<file path="src/rtl/map_ram_pkg.sv">
// Shared constants and types for the map RAM port-B arbiter.
package map_ram_pkg;

  localparam int NUM_REQ = 3;
  localparam int ROW_W   = 160;
  localparam int ADDR_W  = 5;

  // Requester slots on the arbiter.
  typedef enum logic [1:0] {
    REQ_SPRITE = 2'd0,
    REQ_PILL   = 2'd1,
    REQ_RELOAD = 2'd2
  } req_idx_e;

  // Arbiter FSM states.
  typedef enum logic [1:0] {
    IDLE  = 2'd0,
    GRANT = 2'd1,
    DRAIN = 2'd2
  } arb_state_e;

endpackage

</file>
<file path="src/rtl/rr_pick.sv">
// Round-robin picker: returns the one-hot winner of req, searching from the
// slot after ptr and wrapping from N-1 back to 0.
module rr_pick #(
  parameter int N     = 3,
  parameter int PTR_W = 2
) (
  input  logic [N-1:0]     req,
  input  logic [PTR_W-1:0] ptr,
  output logic [N-1:0]     win
);

  // cand[k] is the k-th slot visited, starting just after the pointer.
  logic [PTR_W-1:0] cand [N];

  for (genvar gi = 0; gi < N; gi++) begin : g_cand
    assign cand[gi] = PTR_W'((32'(ptr) + 32'(gi) + 32'd1) % 32'(N));
  end

  // First requesting slot in search order wins.
  always_comb begin
    win = '0;
    for (int k = 0; k < N; k++) begin
      if (win == '0 && req[cand[k]]) begin
        win[cand[k]] = 1'b1;
      end
    end
  end

endmodule

</file>
<file path="src/rtl/map_ram_arbiter.sv">
// Arbitrates map RAM port B between the sprite writer, pill scanner and map
// reload. One owner at a time, round-robin fairness, one drain cycle between
// owners, and a hold limit that forcibly releases a stuck requester.
module map_ram_arbiter
  import map_ram_pkg::ROW_W, map_ram_pkg::ADDR_W, map_ram_pkg::arb_state_e,
         map_ram_pkg::IDLE, map_ram_pkg::GRANT, map_ram_pkg::DRAIN;
#(
  parameter int MAX_HOLD = 64,
  parameter int NUM_REQ  = map_ram_pkg::NUM_REQ
) (
  input  logic                            CLOCK_50,
  input  logic                            reset,
  input  logic [NUM_REQ-1:0]              req,
  input  logic [NUM_REQ-1:0][ADDR_W-1:0]  req_addr,
  input  logic [NUM_REQ-1:0][ROW_W-1:0]   req_wrdata,
  input  logic [NUM_REQ-1:0]              req_wren,
  input  logic [ROW_W-1:0]                ram_q,
  output logic [NUM_REQ-1:0]              gnt,
  output logic [NUM_REQ-1:0]              rd_valid,
  output logic [ADDR_W-1:0]               ram_addr,
  output logic [ROW_W-1:0]                ram_wrdata,
  output logic                            ram_wren,
  output logic [ROW_W-1:0]                rddata,
  output logic                            timeout_err
);

  localparam int PTR_W  = (NUM_REQ > 1) ? $clog2(NUM_REQ) : 1;
  localparam int HOLD_W = $clog2(MAX_HOLD + 1);

  arb_state_e          state_q, state_d;
  logic [NUM_REQ-1:0]  gnt_q, gnt_d;
  logic [NUM_REQ-1:0]  rd_valid_q, rd_valid_d;
  logic [NUM_REQ-1:0]  mask_q, mask_d;
  logic [PTR_W-1:0]    ptr_q, ptr_d;
  logic [HOLD_W-1:0]   hold_q, hold_d;
  logic                timeout_q, timeout_d;

  logic [NUM_REQ-1:0]  req_open;
  logic [NUM_REQ-1:0]  win;
  logic [PTR_W-1:0]    win_idx;
  logic [PTR_W-1:0]    owner_idx;
  logic [HOLD_W-1:0]   hold_inc;
  logic                owner_req;

  // Requesters released by timeout stay out of arbitration until they drop req.
  assign req_open  = req & ~mask_q;
  assign owner_req = |(req & gnt_q);
  assign hold_inc  = hold_q + 1'b1;

  rr_pick #(
    .N     (NUM_REQ),
    .PTR_W (PTR_W)
  ) u_rr_pick (
    .req (req_open),
    .ptr (ptr_q),
    .win (win)
  );

  // Convert the one-hot winner and current owner into indices.
  always_comb begin
    win_idx   = '0;
    owner_idx = '0;
    for (int i = 0; i < NUM_REQ; i++) begin
      if (win[i])   win_idx   = PTR_W'(i);
      if (gnt_q[i]) owner_idx = PTR_W'(i);
    end
  end

  // Next-state logic: arbitrate in IDLE, hold/timeout in GRANT, one DRAIN cycle.
  always_comb begin
    state_d   = state_q;
    gnt_d     = gnt_q;
    ptr_d     = ptr_q;
    hold_d    = hold_q;
    mask_d    = mask_q & req;
    timeout_d = timeout_q;
    case (state_q)
      IDLE: begin
        gnt_d  = '0;
        hold_d = '0;
        if (|win) begin
          gnt_d   = win;
          ptr_d   = win_idx;
          state_d = GRANT;
        end
      end
      GRANT: begin
        if (!owner_req) begin
          gnt_d   = '0;
          hold_d  = '0;
          state_d = DRAIN;
        end else if (hold_inc == HOLD_W'(MAX_HOLD)) begin
          // Owner has used its full allowance: evict and mask it.
          gnt_d     = '0;
          hold_d    = '0;
          mask_d    = mask_d | gnt_q;
          timeout_d = 1'b1;
          state_d   = DRAIN;
        end else begin
          hold_d = hold_inc;
        end
      end
      DRAIN: begin
        gnt_d   = '0;
        hold_d  = '0;
        state_d = IDLE;
      end
      default: begin
        gnt_d   = '0;
        hold_d  = '0;
        state_d = IDLE;
      end
    endcase
    // Read data is only meaningful when the same owner issued last cycle's address.
    rd_valid_d = gnt_d & gnt_q;
  end

  // State registers with synchronous reset; pointer starts so requester 0 wins first.
  always_ff @(posedge CLOCK_50) begin
    if (reset) begin
      state_q    <= IDLE;
      gnt_q      <= '0;
      rd_valid_q <= '0;
      mask_q     <= '0;
      ptr_q      <= PTR_W'(NUM_REQ - 1);
      hold_q     <= '0;
      timeout_q  <= 1'b0;
    end else begin
      state_q    <= state_d;
      gnt_q      <= gnt_d;
      rd_valid_q <= rd_valid_d;
      mask_q     <= mask_d;
      ptr_q      <= ptr_d;
      hold_q     <= hold_d;
      timeout_q  <= timeout_d;
    end
  end

  // Port-B mux: only the owner's inputs reach the RAM, and only while in GRANT.
  always_comb begin
    ram_addr   = '0;
    ram_wrdata = '0;
    ram_wren   = 1'b0;
    if (state_q == GRANT) begin
      ram_addr   = req_addr[owner_idx];
      ram_wrdata = req_wrdata[owner_idx];
      ram_wren   = req_wren[owner_idx];
    end
  end

  assign gnt         = gnt_q;
  assign rd_valid    = rd_valid_q;
  assign timeout_err = timeout_q;
  assign rddata      = ram_q;

endmodule

</file>
<file path="config.mk">
export PLATFORM = sky130hd
export DESIGN_NAME = map_ram_arbiter
export DESIGN_NICKNAME = d
export VERILOG_FILES = /design/src/rtl/map_ram_pkg.sv /design/src/rtl/rr_pick.sv /design/src/rtl/map_ram_arbiter.sv
export SDC_FILE = /design/constraint.sdc
export NUM_CORES = 1
export LEC_CHECK = 0
export BUFFER_PORTS_ARGS = -buffer_cell sky130_fd_sc_hd__buf_2
export CAP_MARGIN = 15
export CORE_AREA = 4 4 390 392
export DETAILED_ROUTE_END_ITERATION = 7
export DIE_AREA = 0 0 394 396
export REMOVE_ABC_BUFFERS = 1
export SYNTH_ARGS = -nofsm -noshare
export SYNTH_HDL_FRONTEND = slang
export SYNTH_SLANG_ARGS = --single-unit
</file>
<file path="constraint.sdc">
create_clock -name CLOCK_50 -period 1.8 [get_ports CLOCK_50]
set_input_delay 0.09 -clock CLOCK_50 [delete_from_list [all_inputs] [get_ports CLOCK_50]]
set_output_delay 0.09 -clock CLOCK_50 [all_outputs]
set_load 0.1 [all_outputs]
</file>
==> metrics.csv, run 1 <==
metric,value,unit
status,finished with violations,
violations,setup timing,
antenna_found_initial,220,
power_density,1620,nW/um^2
dieWidth,394,um
grt_start_max_net_pins,52,
fin_crit_sh,115,%
gp_congestion,0.948,
syn_inst,1033,
synth.top_cell.area_share,26.0,%
crit_type,flop to flop,
synth_area_leaders,"mux2i_1 26%, nor2_1 21%, buf_4 19%, a21oi_1 14%, dfxtp_1 6.6%",
drt-total-wl,128000,um
max_slew_margin,57.7,%
cts_buffers,3,
grt_setup_unrepaired,yes,
port-buffer-count,675,
h-tree-depth,1,
critPathCaptureType,flop,
final_cell_mix,"509 x buf_2, 221 x nor2_1, 170 x buf_12",
hold_buffers,0,
core_area,149000,um^2
drt.antenna.violating_nets,0,
synth_top_flop_cell,dfxtp_1,
finalHoldViolCount,0,
syn_to_final_growth,153,%
finalCriticalPeriod,2.07,ns
post-route-util,10.9,%
crit_arrival,2.21,ns
max-vdd-ir-drop,0.000816,V
multiInputGateArea,5430,um^2
ys_types,47,
setup_viol,128,
grt_overflow,0,
start_util,4.30,%
clock-sinks,21,
final_area,16200,um^2
yosysWarnings,0,
dieArea,156000,um^2
hold_class,input port to flop,
yosysTopAreaCell,mux2i_1,
clk_latency,0.26,ns
via_per_inst,3.16,
io-pin-count,996,
ff_latch_area,432,um^2
layout-drive-gt1-share,66.6,%
async_flop_share,0,%
fin_worst_skew,0.00540,ns
root_buffer,clkbuf_16,
fin_ws,-0.270,ns
synth_enable_flop_cells,0,
max_freq,483,MHz
syn_area_per_cell,6.19,um^2
drtIter0Drc,921,
vias,11336,
dieHeight,396,um
nets,2265,
drc,0,
required,1.94,ns
grtUsageTotal,15.2,%
cap_violations,0,
worstPathMaxFanout,4,
p_leak,6.18,nW
grt_pass1_vias,9787,
netlist_area,6400,um^2
maxSlewViolCount,0,
grt_pass1_wl,146000,um
placed_area,13900,um^2
final_common_cell,buf_2,
row_count,142,
fillCellCount,17158,
start_kind,flop,
routedWlPerCell,35.7,um
worstMarginPinSlew,0.639,ns
synth_seq_cells,21,
pre_cts_ws,-0.395,ns
ys_seq_area_share,6.57,%
dp_hpwl,111000,um
cts_buffer_depth,2,
first_pass_iters,6,
tritoncts,yes,
clkSlewWorstSetupHoldPaths,0.06,ns
## worst max-delay path, cell delays in order (launching register included)
cell and delay [ns]:
dfxtp_2 0.34, buf_6 0.13, ha_4 0.17, or3b_4 0.41, a211oi_4 0.24, o21a_2 0.20, buf_4 0.12, o21ai_2 0.07
o211ai_1 0.16, nand3b_1 0.11
## stage by stage
stage / setup TNS (ns) / power [mW] / hold slack, ns / instances
2_1_floorplan: -1237.95 / 9.42 / 0.159 / 794
3_3_place_gp: -1.69 / 22.3 / 0.181 / 3480
3_5_place_dp: -2.77 / 22.4 / 0.181 / 3480
4_1_cts: -15.25 / 24.0 / 0.159 / 3506
5_1_grt: -26.81 / 27.3 / 0.177 / 3556
6_report: -14.57 / 26.2 / 0.163 / 3592
## cell families after synthesis
| group | count (synthesis) | synth area share, % |
|---|---|---|
| mux | 166 | 26.0 |
| fa+ha+maj | 5 | 0.978 |
| compound gates | 199 | 16.7 |
| buf+inv | 243 | 24.2 |
| simple gates | 394 | 24.9 |
| flops | 21 | 6.57 |
| xor+xnor | 5 | 0.685 |
## cell usage after synthesis, types with 2 or more instances
cell type / number
nor2_1: 350
a21oi_1: 174
mux2i_1: 166
buf_4: 160
clkbuf_1: 51
dfxtp_1: 21
buf_2: 17
nand2_1: 11
buf_1: 9
nand2b_1: 6
ha_1: 5
inv_1: 4
nand3_1: 4
a22oi_1: 3
nand3b_1: 3
nor2b_1: 3
nor3_1: 3
nor4bb_1: 3
o21ai_0: 3
o21ai_1: 3
xnor2_1: 3
a21o_1: 2
buf_6: 2
o31ai_1: 2
or2_2: 2
xor2_1: 2
## report_power, final
group	total, mW	internal, mW	switching, mW	leakage (nW)
Combinational	25.1	9.10	16.0	5.97
Sequential	0.630	0.543	0.0863	0.172
Clock	0.484	0.303	0.182	0.0385
## layout make-up
class                   instances  area share, %
repair buffers                798           47.4
multi-input cells             769           33.6
inverters                       4         0.0928
flip-flops and latches         21           2.67
clock buffers                   4          0.487
diodes                         52          0.804
well taps                    1944           15.0
## sequential cells by signal, indices dropped and copies added (netlist names)
| name | flops |
|---|---|
| mask_q | 3 |
| timeout_err | 1 |
| hold_q | 7 |
| rd_valid | 3 |
| state_q | 2 |
| gnt | 3 |
| ptr_q | 2 |
## metal layers
layer / track usage (%) / wire length [um] / vias to the layer above
li1: - / - / 4504
met1: 15.8 / 46800 / 5009
met2: 20.0 / 47400 / 1346
met3: 16.6 / 28000 / 377
met4: 2.39 / 3560 / 100
met5: 8.07 / 2310 / -
## final timing paths
| path | start | end | slack (ns) | cells after the start |
|---|---|---|---|---|
| worst max-delay path | ptr_q[1]$_SDFFE_PP1P_ | ptr_q[1]$_SDFFE_PP1P_ | -0.27 | 9 |
| worst min-delay path | reset | timeout_err$_SDFFE_PP0P_ | 0.16 | 2 |
| worst max register to register | ptr_q[1]$_SDFFE_PP1P_ | ptr_q[1]$_SDFFE_PP1P_ | -0.27 | 9 |
| worst min register to register | hold_q[0]$_SDFF_PP0_ | hold_q[0]$_SDFF_PP0_ | 0.46 | 1 |
## what timing repair did
item / in CTS / in global routing
pin swaps: 17 / 41
setup endpoints to repair: 141 / 158
cloned: 1 / 13
resized for setup: 86 / 288
setup buffers: 21 / 26
(Power assumes the default switching activity.)
==> run 2, diff against run 1 <==
--- a/config.mk
+++ b/config.mk
@@ -5,12 +5,14 @@
 export SDC_FILE = /design/constraint.sdc
 export NUM_CORES = 1
 export LEC_CHECK = 0
+export ABC_AREA = 1
 export BUFFER_PORTS_ARGS = -buffer_cell sky130_fd_sc_hd__buf_2
 export CAP_MARGIN = 15
 export CORE_AREA = 4 4 390 392
 export DETAILED_ROUTE_END_ITERATION = 7
 export DIE_AREA = 0 0 394 396
 export REMOVE_ABC_BUFFERS = 1
+export SKIP_LAST_GASP = 1
 export SYNTH_ARGS = -nofsm -noshare
 export SYNTH_HDL_FRONTEND = slang
 export SYNTH_SLANG_ARGS = --single-unit
==> run 2 against run 1 <==
Effect of this change: the run still ends with setup timing left; via count increased by 15%; first-iteration DRC count increased by 14%; cell count increased by 6.8%; fmax increased by 1.3%; count of clock-buffer cells in the layout unchanged; synthesized area increased by 3.4%; largest power group unchanged; final area increased by 6.3%; core utilization increased by 0.69 points; power increased by 24%; clock power decreased by 1%; critical endpoint unchanged; hold slack got worse by 0.051 ns.
==> metrics.csv, run 2 <==
metric,value,unit,change
final_cell_mix,"508 x buf_2, 284 x nand2_1, 191 x buf_12",,"was 509 x buf_2, 221 x nor2_1, 170 x buf_12"
grt_overflow,0,,unchanged
yosys.area_share.simple,37.5,%,was 24.9%
status,finished with violations,,unchanged
critPathMaxStageDelay,0.34,ns,was 0.41 ns
fin_ws,-0.245,ns,was -0.270 ns
grt_setup_unrepaired,yes,,unchanged
p_int,12.1,mW,was 9.95 mW
cts_buffer_depth,2,,unchanged
ys_top_cells_by_count,"368 x nand2_1, 188 x inv_1, 180 x nand3_1, 167 x o211ai_1, 160 x buf_4",,"was 350 x nor2_1, 174 x a21oi_1, 166 x mux2i_1, 160 x buf_4, 51 x clkbuf_1"
crit_chain,inv_2 > ha_4 > nand4_1 > buf_4 > nand3_4 > nand2_4 > nor2_4 > nand3_2 > nand2_2 > nor2_2 > nand2_1 > nand2_2 > nand2_1 > nand3_1,,was buf_6 > ha_4 > or3b_4 > a211oi_4 > o21a_2 > buf_4 > o21ai_2 > o211ai_1 > nand3b_1
cap_violations,0,,unchanged
violations,setup timing,,unchanged
place_inst,3673,,was 3480
routedWlPerCell,40.3,um,was 35.7 um
syn_to_final_growth,160,%,was 153%
start_util,4.44,%,was 4.30%
clock-sinks,21,,unchanged
via_per_inst,3.39,,was 3.16
dieHeight,396,um,unchanged
power,32.4,mW,was 26.2 mW
synth_area_leaders,"nand2_1 21%, o211ai_1 19%, buf_4 18%, nand3_1 14%, inv_1 11%",,"was mux2i_1 26%, nor2_1 21%, buf_4 19%, a21oi_1 14%, dfxtp_1 6.6%"
clkSlewWorstSetupHoldPaths,0.06,ns,about the same
drt.antenna.violating_nets,0,,unchanged
clkPwrFrac,1.5,%,was 1.8%
top_register,hold_q,,unchanged
async_flop_share,0,%,unchanged
tritoncts,yes,,unchanged
p_seq_share,2.0,%,was 2.4%
crit_type,flop to flop,,unchanged
comb_power_share,96.5,%,was 95.7%
drt-total-wl,155000,um,was 128000 um
max_slew_margin,53.8,%,was 57.7%
crit_arrival,2.18,ns,was 2.21 ns
worstPathMaxFanout,4,,unchanged
fin_crit_sh,114,%,was 115%
dp_hpwl,126000,um,was 111000 um
final_common_cell,buf_2,,unchanged
synthAdderAreaFrac,0.945,%,was 0.978%
synth-compound-area-share,20.0,%,was 16.7%
yosysTopAreaCell,nand2_1,,was mux2i_1
clk_latency,0.26,ns,about the same
switchingPower,20.3,mW,was 16.3 mW
finalHoldViolCount,0,,unchanged
hold_buffers,0,,unchanged
gp_congestion,0.862,,was 0.948
nets,2500,,was 2265
finalCriticalPeriod,2.04,ns,was 2.07 ns
placed_area,13600,um^2,was 13900 um^2
yosysWarnings,0,,unchanged
maxSlewViolCount,0,,unchanged
synth_enable_flop_cells,0,,unchanged
grt_start_max_net_pins,47,,was 52
io-pin-count,996,,unchanged
synth_xor_area_share,0.529,%,was 0.684%
vias,12996,,was 11.3k
cts_buffers,3,,unchanged
port-buffer-count,675,,unchanged
drtIter0Drc,1052,,was 921
muxShareOfSynthArea,0,%,was 26.0%
dieArea,156000,um^2,unchanged
hold_class,input port to flop,,unchanged
yosysMostFrequentCell,nand2_1,,was nor2_1
netlist_area,6620,um^2,was 6400 um^2
layout-drive-gt1-share,56.9,%,was 66.6%
max-vdd-ir-drop,0.000860,V,was 0.000816 V
h-tree-depth,1,,unchanged
antenna_found_initial,229,,was 220
syn_inst,1239,,was 1033
start_kind,flop,,unchanged
syn_area_per_cell,5.34,um^2,was 6.19 um^2
sw_frac_of_total,62.5,%,was 62.0%
dieWidth,394,um,unchanged
synth.top_cell.area_share,20.9,%,was 26.0%
ys_seq_area_share,6.35,%,was 6.57%
grt_pass1_wl,169000,um,was 146000 um
worstMarginPinSlew,0.698,ns,was 0.639 ns
power_density,1880,nW/um^2,was 1620 nW/um^2
synth_seq_cells,21,,unchanged
drc,0,,unchanged
max_freq,489,MHz,was 483 MHz
largest_reg_flops,7,,unchanged
fin_cells,3838,,was 3592
p_leak,8.60,nW,was 6.18 nW
tns,-15.04,ns,was -14.57 ns
critPathCaptureType,flop,,unchanged
row_count,142,,unchanged
timing.hold.ws,0.113,ns,was 0.163 ns
core_area,149000,um^2,unchanged
fin_worst_skew,0.00346,ns,was 0.00540 ns
grtUsageTotal,17.7,%,was 15.2%
setup_viol,154,,was 128
root_buffer,clkbuf_16,,unchanged
final_area,17200,um^2,was 16200 um^2
critPathSlowestCell,dfxtp_2,,was or3b_4
grt_pass1_vias,11257,,was 9787
synth_top_family_by_area,simple AND/OR/NAND/NOR gates,,was multiplexers
required,1.94,ns,about the same
ys_types,30,,was 47
synth_top_flop_cell,dfxtp_1,,unchanged
first_pass_iters,5,,was 6
run 2: cell count changes after synthesis, sizes merged, moves of 6 or more:
cell / previous run / this run
a21oi: 174 / 7
buf: 188 / 176
clkbuf: 51 / 77
inv: 4 / 194
mux2i: 166 / 0
nand2: 11 / 370
nand2b: 6 / 0
nand3: 4 / 184
nor2: 350 / 18
o211ai: 1 / 167
run 2: power by group through the flow:
| stage | clock network, mW | registers, mW | logic, mW |
|---|---|---|---|
| after floorplan | 0 | 0.990 | 8.57 |
| after global placement | 0 | 0.616 | 24.0 |
| after detailed placement | 0 | 0.621 | 24.2 |
| after CTS | 0.479 | 0.639 | 26.7 |
| after global routing | 0.499 | 0.652 | 32.8 |
| final | 0.477 | 0.645 | 31.3 |
run 2: stage by stage:
stage / util [%] / setup WS [ns]
global placement: 9.12 / -0.393
CTS: 9.92 / -0.148
floorplan: - / -7.25
detailed placement: 9.12 / -0.396
finish: 11.6 / -0.245
global route: 11.5 / -0.366
run 2: path summary, 6_finish.rpt:
| check | from | endpoint | slack (ns) | cells past startpoint |
|---|---|---|---|---|
| worst min register to register | hold_q[0]$_SDFF_PP0_ | hold_q[0]$_SDFF_PP0_ | 0.44 | 1 |
| worst max register to register | ptr_q[0]$_SDFFE_PP0P_ | ptr_q[1]$_SDFFE_PP1P_ | -0.24 | 14 |
| worst max-delay path | ptr_q[0]$_SDFFE_PP0P_ | ptr_q[1]$_SDFFE_PP1P_ | -0.24 | 14 |
| worst min-delay path | req[2] | mask_q[2]$_SDFF_PP0_ | 0.11 | 3 |
run 2: what timing repair did:
item / 4_1_cts / 5_1_grt
pin swaps: 21 / 46
gates resized for setup: 154 / 323
gates cloned: 12 / 32
setup endpoints to repair: 180 / 185
buffers inserted: 24 / 32
run 2: cells by family after synthesis:
family                     Yosys count
AOI/OAI and AO/OA                  178
xor gates and xnor gates             4
adders and majority gates            5
buffers and inverters              449
DFF                                 21
and+or+nand+nor                    582
run 2: critical path, delay by kind of cell (launching register included):
kind / cells / cell delay, ns
buffers and inverters: 2 / 0.27
AND/OR/NAND/NOR: 11 / 1.02
flip-flops: 1 / 0.34
adder cells (fa/ha/maj): 1 / 0.30
run 2: cell type report:
cell class	count	area, um^2
Antenna cell	63	158
Tap cell	1944	2430
Timing Repair inverter	5	96.3
Timing Repair Buffer	836	8320
Inverter	196	787
Clock buffer	4	78.8
Fill cell	17148	132000
Multi-Input combinational cell	769	4900
Sequential cell	21	438
run 2: layer usage:
layer | up-vias | track usage (%) | wire, um
met2 | 1522 | 22.8 | 56500
met5 | - | 8.71 | 2440
met4 | 104 | 3.34 | 5120
li1 | 5123 | - | -
met1 | 5859 | 19.9 | 59700
met3 | 388 | 17.5 | 31100
